## config.mk

```make
export PLATFORM = sky130hd
export DESIGN_NAME = spi_wb_bridge_flat
export DESIGN_NICKNAME = d
export VERILOG_FILES = /design/src/rtl/spi_wb_bridge_if.sv /design/src/rtl/spi_wb_bridge.sv /design/src/flat_wrapper.sv
export SDC_FILE = /design/constraint.sdc
export NUM_CORES = 1
export LEC_CHECK = 0
export ABC_AREA = 1
export BUFFER_PORTS_ARGS = -buffer_cell sky130_fd_sc_hd__buf_4
export CAP_MARGIN = 20
export CELL_PAD_IN_SITES_DETAIL_PLACEMENT = 1
export CELL_PAD_IN_SITES_GLOBAL_PLACEMENT = 2
export CORE_AREA = 2 2 152 125
export DETAILED_ROUTE_END_ITERATION = 10
export DIE_AREA = 0 0 154 127
export PLACE_DENSITY_LB_ADDON = 0.1
export RECOVER_POWER = 50
export SKIP_CTS_REPAIR_TIMING = 1
export SLEW_MARGIN = 20
export SYNTH_ARGS = -nofsm -noshare
export SYNTH_HDL_FRONTEND = slang
export SYNTH_SLANG_ARGS = --single-unit
```

## constraint.sdc

```tcl
create_clock -name clk -period 8.9 [get_ports clk]
set_clock_uncertainty 0.05 [all_clocks]
set_input_delay 0 -clock clk [delete_from_list [all_inputs] [get_ports clk]]
set_output_delay 0 -clock clk [all_outputs]
set_load 0.05 [all_outputs]
```

## src/rtl/spi_wb_bridge_if.sv

```systemverilog
// Byte-stream side (SPI shift-register handshake) and pipelined Wishbone master
// side of the SPI-to-Wishbone bridge, bundled so the top level carries one port.
interface spi_wb_bridge_if #(
    parameter int DW = 32,
    parameter int AW = 16
);
    logic [7:0]      rx_data;
    logic            rx_stb;
    logic [7:0]      tx_data;
    logic            tx_stb;
    logic            wb_cyc;
    logic            wb_stb;
    logic            wb_we;
    logic [DW/8-1:0] wb_sel;
    logic [AW-1:0]   wb_adr;
    logic [DW-1:0]   wb_dat_w;
    logic [DW-1:0]   wb_dat_r;
    logic            wb_stall;
    logic            wb_ack;
    logic            wb_err;

    modport master (
        input  rx_data, rx_stb, wb_dat_r, wb_stall, wb_ack, wb_err,
        output tx_data, tx_stb, wb_cyc, wb_stb, wb_we, wb_sel, wb_adr, wb_dat_w
    );

    modport slave (
        output rx_data, rx_stb, wb_dat_r, wb_stall, wb_ack, wb_err,
        input  tx_data, tx_stb, wb_cyc, wb_stb, wb_we, wb_sel, wb_adr, wb_dat_w
    );
endinterface

```

## src/rtl/spi_wb_bridge.sv

```systemverilog
// Turns framed SPI bytes (cmd, address, count, data) into pipelined Wishbone
// cycles, answering every received byte with exactly one transmit byte.
module spi_wb_bridge #(
    parameter int DW      = 32,
    parameter int AW      = 16,
    parameter int TIMEOUT = 255
) (
    input  logic           clk,
    input  logic           rst,
    spi_wb_bridge_if.master bus
);
    localparam int NB = DW / 8;
    localparam int NA = (AW + 7) / 8;
    localparam int TW = $clog2(TIMEOUT + 1);

    typedef enum logic [2:0] {IDLE, ADDR, COUNT, WDATA, WAIT, RDATA} state_t;

    state_t        state, state_next;
    logic          we, inc;
    logic [3:0]    sel;
    logic [AW-1:0] adr;
    logic [DW-1:0] dat_w, rd_word;
    logic [7:0]    word_cnt;
    logic [2:0]    byte_cnt;
    logic          cyc, stb, done, failed;
    logic [TW-1:0] timer;
    logic [7:0]    tx_data_r;
    logic          tx_stb_r;

    logic [7:0]    tx_next;
    logic          latch_cmd, shift_adr, latch_cnt, shift_wr, shift_rd;
    logic          start, next_word, byte_clr;

    always_ff @(posedge clk) begin
        if (rst) state <= IDLE;
        else     state <= state_next;
    end

    // Every decision is taken on a received byte; the response byte goes out next cycle.
    always_comb begin
        state_next = state;
        tx_next    = 8'h00;
        latch_cmd  = 1'b0;
        shift_adr  = 1'b0;
        latch_cnt  = 1'b0;
        shift_wr   = 1'b0;
        shift_rd   = 1'b0;
        start      = 1'b0;
        next_word  = 1'b0;
        byte_clr   = 1'b0;
        if (bus.rx_stb) begin
            case (state)
                IDLE: begin
                    if (bus.rx_data != 8'h00 && bus.rx_data[5:4] == 2'b00) begin
                        latch_cmd  = 1'b1;
                        byte_clr   = 1'b1;
                        state_next = ADDR;
                    end
                end
                ADDR: begin
                    shift_adr = 1'b1;
                    if (byte_cnt == 3'(NA - 1)) begin
                        byte_clr   = 1'b1;
                        state_next = COUNT;
                    end
                end
                COUNT: begin
                    latch_cnt = 1'b1;
                    byte_clr  = 1'b1;
                    if (we) begin
                        state_next = WDATA;
                    end else begin
                        start      = 1'b1;
                        state_next = WAIT;
                    end
                end
                WDATA: begin
                    shift_wr = 1'b1;
                    if (byte_cnt == 3'(NB - 1)) begin
                        byte_clr   = 1'b1;
                        start      = 1'b1;
                        state_next = WAIT;
                    end
                end
                WAIT: begin
                    if (!cyc && done) begin
                        byte_clr = 1'b1;
                        if (failed) begin
                            tx_next    = 8'hEE;
                            state_next = IDLE;
                        end else begin
                            tx_next = 8'hFF;
                            if (!we) begin
                                state_next = RDATA;
                            end else if (word_cnt != 8'd0) begin
                                next_word  = 1'b1;
                                state_next = WDATA;
                            end else begin
                                state_next = IDLE;
                            end
                        end
                    end
                end
                RDATA: begin
                    tx_next  = rd_word[DW-1 -: 8];
                    shift_rd = 1'b1;
                    if (byte_cnt == 3'(NB - 1)) begin
                        byte_clr = 1'b1;
                        if (word_cnt != 8'd0) begin
                            next_word  = 1'b1;
                            start      = 1'b1;
                            state_next = WAIT;
                        end else begin
                            state_next = IDLE;
                        end
                    end
                end
                default: state_next = IDLE;
            endcase
        end
    end

    // Datapath and Wishbone cycle tracking; a started cycle closes on ack, err or timer expiry.
    always_ff @(posedge clk) begin
        if (rst) begin
            we        <= 1'b0;
            inc       <= 1'b0;
            sel       <= 4'h0;
            cyc       <= 1'b0;
            stb       <= 1'b0;
            done      <= 1'b0;
            failed    <= 1'b0;
            timer     <= '0;
            word_cnt  <= 8'd0;
            byte_cnt  <= 3'd0;
            tx_stb_r  <= 1'b0;
            tx_data_r <= 8'h00;
        end else begin
            tx_stb_r <= bus.rx_stb;
            if (bus.rx_stb) tx_data_r <= tx_next;
            if (latch_cmd) begin
                we  <= bus.rx_data[7];
                inc <= bus.rx_data[6];
                sel <= bus.rx_data[3:0];
            end
            if (byte_clr)
                byte_cnt <= 3'd0;
            else if (shift_adr || shift_wr || shift_rd)
                byte_cnt <= byte_cnt + 3'd1;
            if (shift_adr) adr <= AW'({adr, bus.rx_data});
            if (shift_wr)  dat_w <= DW'({dat_w, bus.rx_data});
            if (shift_rd)  rd_word <= rd_word << 8;
            if (latch_cnt) word_cnt <= bus.rx_data;
            if (next_word) begin
                word_cnt <= word_cnt - 8'd1;
                if (inc) adr <= adr + AW'(1);
            end
            if (start) begin
                cyc    <= 1'b1;
                stb    <= 1'b1;
                timer  <= '0;
                done   <= 1'b0;
                failed <= 1'b0;
            end else if (cyc) begin
                timer <= timer + TW'(1);
                if (stb && !bus.wb_stall) stb <= 1'b0;
                if (bus.wb_ack || bus.wb_err) begin
                    cyc    <= 1'b0;
                    stb    <= 1'b0;
                    done   <= 1'b1;
                    failed <= bus.wb_err;
                    if (bus.wb_ack && !bus.wb_err && !we) rd_word <= bus.wb_dat_r;
                end else if (timer == TW'(TIMEOUT - 1)) begin
                    cyc    <= 1'b0;
                    stb    <= 1'b0;
                    done   <= 1'b1;
                    failed <= 1'b1;
                end
            end
        end
    end

    assign bus.tx_data  = tx_data_r;
    assign bus.tx_stb   = tx_stb_r;
    assign bus.wb_cyc   = cyc;
    assign bus.wb_stb   = stb;
    assign bus.wb_we    = we;
    assign bus.wb_sel   = sel[NB-1:0];
    assign bus.wb_adr   = adr;
    assign bus.wb_dat_w = dat_w;
endmodule
```

## src/flat_wrapper.sv

```systemverilog
// flat-port wrapper written by rule: the top's interface ports become plain ports
module spi_wb_bridge_flat 
#(
    parameter int DW      = 32,
    parameter int AW      = 16,
    parameter int TIMEOUT = 255
)
  (clk, rst, bus_rx_data, bus_rx_stb, bus_wb_dat_r, bus_wb_stall, bus_wb_ack, bus_wb_err, bus_tx_data, bus_tx_stb, bus_wb_cyc, bus_wb_stb, bus_wb_we, bus_wb_sel, bus_wb_adr, bus_wb_dat_w);
  spi_wb_bridge_if #(.DW(DW), .AW(AW)) bus_i ();
  input  logic clk;
  input  logic rst;
  input wire logic [$bits(bus_i.rx_data)-1:0] bus_rx_data;
  input wire logic [$bits(bus_i.rx_stb)-1:0] bus_rx_stb;
  input wire logic [$bits(bus_i.wb_dat_r)-1:0] bus_wb_dat_r;
  input wire logic [$bits(bus_i.wb_stall)-1:0] bus_wb_stall;
  input wire logic [$bits(bus_i.wb_ack)-1:0] bus_wb_ack;
  input wire logic [$bits(bus_i.wb_err)-1:0] bus_wb_err;
  output wire logic [$bits(bus_i.tx_data)-1:0] bus_tx_data;
  output wire logic [$bits(bus_i.tx_stb)-1:0] bus_tx_stb;
  output wire logic [$bits(bus_i.wb_cyc)-1:0] bus_wb_cyc;
  output wire logic [$bits(bus_i.wb_stb)-1:0] bus_wb_stb;
  output wire logic [$bits(bus_i.wb_we)-1:0] bus_wb_we;
  output wire logic [$bits(bus_i.wb_sel)-1:0] bus_wb_sel;
  output wire logic [$bits(bus_i.wb_adr)-1:0] bus_wb_adr;
  output wire logic [$bits(bus_i.wb_dat_w)-1:0] bus_wb_dat_w;
  assign bus_i.rx_data = bus_rx_data;
  assign bus_i.rx_stb = bus_rx_stb;
  assign bus_i.wb_dat_r = bus_wb_dat_r;
  assign bus_i.wb_stall = bus_wb_stall;
  assign bus_i.wb_ack = bus_wb_ack;
  assign bus_i.wb_err = bus_wb_err;
  assign bus_tx_data = bus_i.tx_data;
  assign bus_tx_stb = bus_i.tx_stb;
  assign bus_wb_cyc = bus_i.wb_cyc;
  assign bus_wb_stb = bus_i.wb_stb;
  assign bus_wb_we = bus_i.wb_we;
  assign bus_wb_sel = bus_i.wb_sel;
  assign bus_wb_adr = bus_i.wb_adr;
  assign bus_wb_dat_w = bus_i.wb_dat_w;
  spi_wb_bridge #(.DW(DW), .AW(AW), .TIMEOUT(TIMEOUT)) u_core (.clk(clk), .rst(rst), .bus(bus_i));
endmodule
```

[After elaboration in Yosys (flattened, before gate mapping)]
Cells that the tools add are included.
W data, S select, Z words.
Word-level totals
  register bits: 121
  output and inout bits: 64
  input port bits: 46
  logic and storage cells: 123
Cells by class
  $add $sub $neg: 4
  eq/ne operators: 13
  bitwise logic cells: 1
  reduce and logical (&&, ||, !) cells: 27
  muxes and demuxes: 62
Operator list (number)
  $mux W32: 5
  $mux W16: 3
  $mux W1: 35
  $mux W3: 9
  $mux W8: 3
  $pmux W3 S6: 1
  $add A16 B1 Y16 const B: 1
  $pmux W8 S2: 1
  $reduce_bool A8 Y1: 2
  $ne A2 B1 Y1 const B: 5
  $eq A3 B2 Y1 const B: 3
  $add A8 B1 Y8 const B: 1
  $eq A8 B8 Y1 const B: 1
  $sub A8 B1 Y8 const B: 1
  $eq A3 B1 Y1 const B: 2
  $eq A3 B3 Y1 const B: 2
  $reduce_and A2 Y1: 3
  $reduce_and A6 Y1: 1
  $reduce_bool A2 Y1: 3
  $reduce_or A2 Y1: 3
  $logic_and A1 B1 Y1: 5
  $mux W5: 1
  $pmux W1 S5: 1
  $logic_not A1 Y1: 4
  9 further kinds: 11

[Depth between registers and ports, before layout]
  depth in word-level cells: 8
  gate-level depth with buffers: 12
  gate-level depth less buffers: 11

[Least setup slack after synthesis]
OpenSTA, ideal clock, no wires.
  path type: flip-flop to flip-flop
  from: reg u_core.state[1]
  to: reg u_core.dat_w[0] (netlist: u_core.bus.wb_dat_w[0]) (enable)
  clock period less this slack: 3.287 ns
  data required time: 8.389 ns
  data arrival time: 2.776 ns
  setup time: 0.461 ns
  buffers on the path: 0
  cell stages (with the launch flop): 3
  slack: 5.613 ns
  cell sequence: dfxtp_1 nand3_1 nor3_1
Between the ends
  longest elaborated chain between the ends: 4
Ends and longest elaborated chain
  from (decl): line spi_wb_bridge.sv:18  | state_t state, state_next;
  from (signal assigned): line spi_wb_bridge.sv:36  | else state <= state_next;
  $eq A3 B2 Y1: line spi_wb_bridge.sv:52  | case (state)
  $mux W1: line spi_wb_bridge.sv:52
  $mux W1: line spi_wb_bridge.sv:51  | if (bus.rx_stb) begin
  $reduce_and A2 Y1 (no line)
  to (signal assigned): line spi_wb_bridge.sv:151  | if (shift_wr) dat_w <= DW'({dat_w, bus.rx_data});
  to (decl): line spi_wb_bridge.sv:22  | logic [DW-1:0] dat_w, rd_word;
Every way passes these cells.
A chain may end at the register's enable or synchronous reset.

[Final worst setup path]
  from: in bus_rx_stb
  to: reg u_core.dat_w[31] (netlist: u_core.bus.wb_dat_w[31]) (enable)
Between the ends
  longest elaborated chain between the ends: 2
Ends and longest elaborated chain
  from (decl): line flat_wrapper.sv:13  | input wire logic [$bits(bus_i.rx_stb)-1:0] bus_rx_stb;
  $mux W1: line spi_wb_bridge.sv:51
  $reduce_and A2 Y1 (no line)
Every way passes these cells.

==> results_dict.tcl <==
set metrics [dict create \
    power_report.internal_total_mw 1.22 \
    dieWidth_um 154 \
    synth-seq-cells 121 \
    p_switching_mw 0.594 \
    cts_max_level 4 \
    path_common_cell "clkbuf_1" \
    syn_avg_cell_area_um2 8.35 \
    gp_congestion 0.871 \
    synth_edf_count 80 \
    ys_warn_count 0 \
    portBuffers 109 \
    syn_area_mm2 0.00638 \
    drt_iter0_drc 274 \
    cellPowerDensity_mw_per_mm2 225 \
    row_count 44 \
    crit_chain "clkbuf_1, inv_1, nor3_1, clkbuf_1" \
    critPathArrivalTime_ns 4.30 \
    clk_latency_ns 0.43 \
    syn_to_final_growth_pct 26.8 \
    final_common_cell "nand2_1" \
    path_max_fanout 47 \
    maxSlewHeadroom -0.674 \
    layout_common_cells "nand2_1, inv_1, edfxtp_1, clkbuf_1, nand3_1" \
    end_kind "register" \
    vdd_drop_max_uv 118 \
    syn_nets 817 \
    drv_cap 2 \
    slew_viol_final 81 \
    drive_gt1_frac 0.136 \
    seqPwrFrac 0.384 \
    grt_pass1_vias 5429 \
    num_vias 5511 \
    diodes 0 \
    setup_violations 0 \
    cts-root-buf "clkbuf_16" \
    track_usage 0.184 \
    clock.fmax_ghz 0.231 \
    overflow 0 \
    swShare 0.327 \
    grt_max_degree 65 \
    ys_types 37 \
    period_share 0.486 \
    violations "capacitance limit, slew limit" \
    cts_tree "done" \
    power_mw 1.82 \
    p_leak_nw 3.54 \
    cp.required_ns 8.87 \
    nFillCells 2120 \
    fin_nets 961 \
    synthFlopType "edfxtp_1" \
    ios 110 \
    cpPeakStageDelay_ns 1.75 \
    start_util 0.357 \
    dp_hpwl_um 12000 \
    core_area_mm2 0.0179 \
    cts_buffers 17 \
    status "finished, violations left" \
    start_kind "input pin" \
    yosys-top-cells-area "edfxtp_1, nand2_1, dfxtp_1" \
    vias_per_cell 4.79 \
    synth.top_cell.area_share 0.377 \
    critPathSlowestCell "clkbuf_1" \
    multiInputGateArea_mm2 0.00261 \
    wl_um 17700 \
    hold_viol 0 \
    cts_sinks 121 \
    rsz0062_at_grt "false" \
    drtAntennaViolNets 0 \
    pwr-share-clk 0.401 \
    combinationalPowerShare 0.215 \
    min_period_ns 4.33 \
    ys_seq_area_frac 0.505 \
    clockBufferDepth 2 \
    hp-class "in -> reg" \
    seq_area_mm2 0.00322 \
    antenna_found_initial 0 \
    die_y_um 127 \
    syn_inst 764 \
    worst_pin_slew_ns 2.51 \
    tns_ns 0 \
    crit_type "in -> reg" \
    synth_async_sr_flop_share 0 \
    drcViolationCount 0 \
    avgRoutedWirePerCell_um 15.4 \
    yosysTopAreaCell "edfxtp_1" \
    die_area_mm2 0.0196 \
    drt_pre_antenna_iters 4 \
    clkTransAtPathRegs_ns 0.06 \
    grt_pass1_wl_um 28100 \
]
power groups by stage:
stage          sequential (mW)  combinational (mW)  clock [mW]
3_3_place_gp             0.707               0.384           0
4_1_cts                  0.698               0.397       0.748
2_1_floorplan            0.759               0.228           0
3_5_place_dp             0.709               0.395           0
6_report                 0.697               0.391       0.729
5_1_grt                  0.704               0.442       0.775
cell usage after synthesis (all sizes together), types with 2 or more instances:
library cell	n
nand2	248
inv	93
edfxtp	80
o21ai	75
nand3	65
nor2	52
dfxtp	41
a21oi	24
clkbuf	16
buf	15
xor2	14
nor3	10
ha	7
nand4	7
xnor2	6
mux2	2
nor3b	2
critical path, delay by kind of cell:
family / cells / cell delay (ns)
buffers and inverters: 3 / 3.81
and+or+nand+nor: 1 / 0.45
registers in the layout, summed over array words and instances (netlist names), 4 cells and up:
register             flops
u_core.bus.wb_dat_w     32
u_core.rd_word          32
u_core.bus.wb_adr       16
u_core.bus.tx_data       8
u_core.timer             8
u_core.word_cnt          8
u_core.bus.wb_sel        4
path summary, 6_finish.rpt:
check | startpoint | to | slack, ns | cells after the start
setup / recovery | bus_rx_stb | u_core.bus.wb_dat_w[31] | 4.57 | 4
hold / removal | bus_rx_data[0] | u_core.bus.wb_dat_w[0] | 0.38 | 2
setup reg to reg | u_core.bus.wb_cyc | u_core.rd_word[15] | 6.07 | 5
hold reg to reg | u_core.bus.wb_dat_w[1] | u_core.bus.wb_dat_w[9] | 0.40 | 0
per-layer routing:
metal	track usage	share of wire	vias up
met5	0	0	-
met4	0.0621	0.011	0
met3	0.0495	0.037	13
met2	0.304	0.48	100
met1	0.235	0.47	2626
li1	-	-	2772
through the flow:
step	hold WS, ns	util	instances	instance area (um^2)	setup slack [ns]
final	0.381	0.452	1151	8090	4.57
after global placement	0.167	0.408	1074	7300	6.15
after floorplan	0.0489	-	764	6380	5.61
after detailed placement	0.168	0.408	1074	7300	6.07
after CTS	-0.285	0.443	1106	7920	6.04
after global routing	0.387	0.452	1151	8090	4.11
layout make-up:
cell class / instances / share of cell area
Clock buffer: 17 / 0.0526
Multi-Input combinational cell: 518 / 0.322
Sequential cell: 121 / 0.398
Tap cell: 230 / 0.0356
Inverter: 94 / 0.0438
Timing Repair Buffer: 156 / 0.124
Clock inverter: 15 / 0.0235
logic make-up (layout without fill, tap and decap cells):
| group | after synthesis | count (layout) | synth area share |
|---|---|---|---|
| fa+ha+maj | 7 | 7 | 0.0137 |
| buf+inv | 125 | 282 | 0.0871 |
| flops | 121 | 121 | 0.505 |
| xor+xnor | 20 | 20 | 0.0275 |
| mux | 2 | 2 | 0.00353 |
| compound gates | 103 | 103 | 0.100 |
| simple gates | 386 | 386 | 0.263 |
Power figures use the tool's default switching activity.
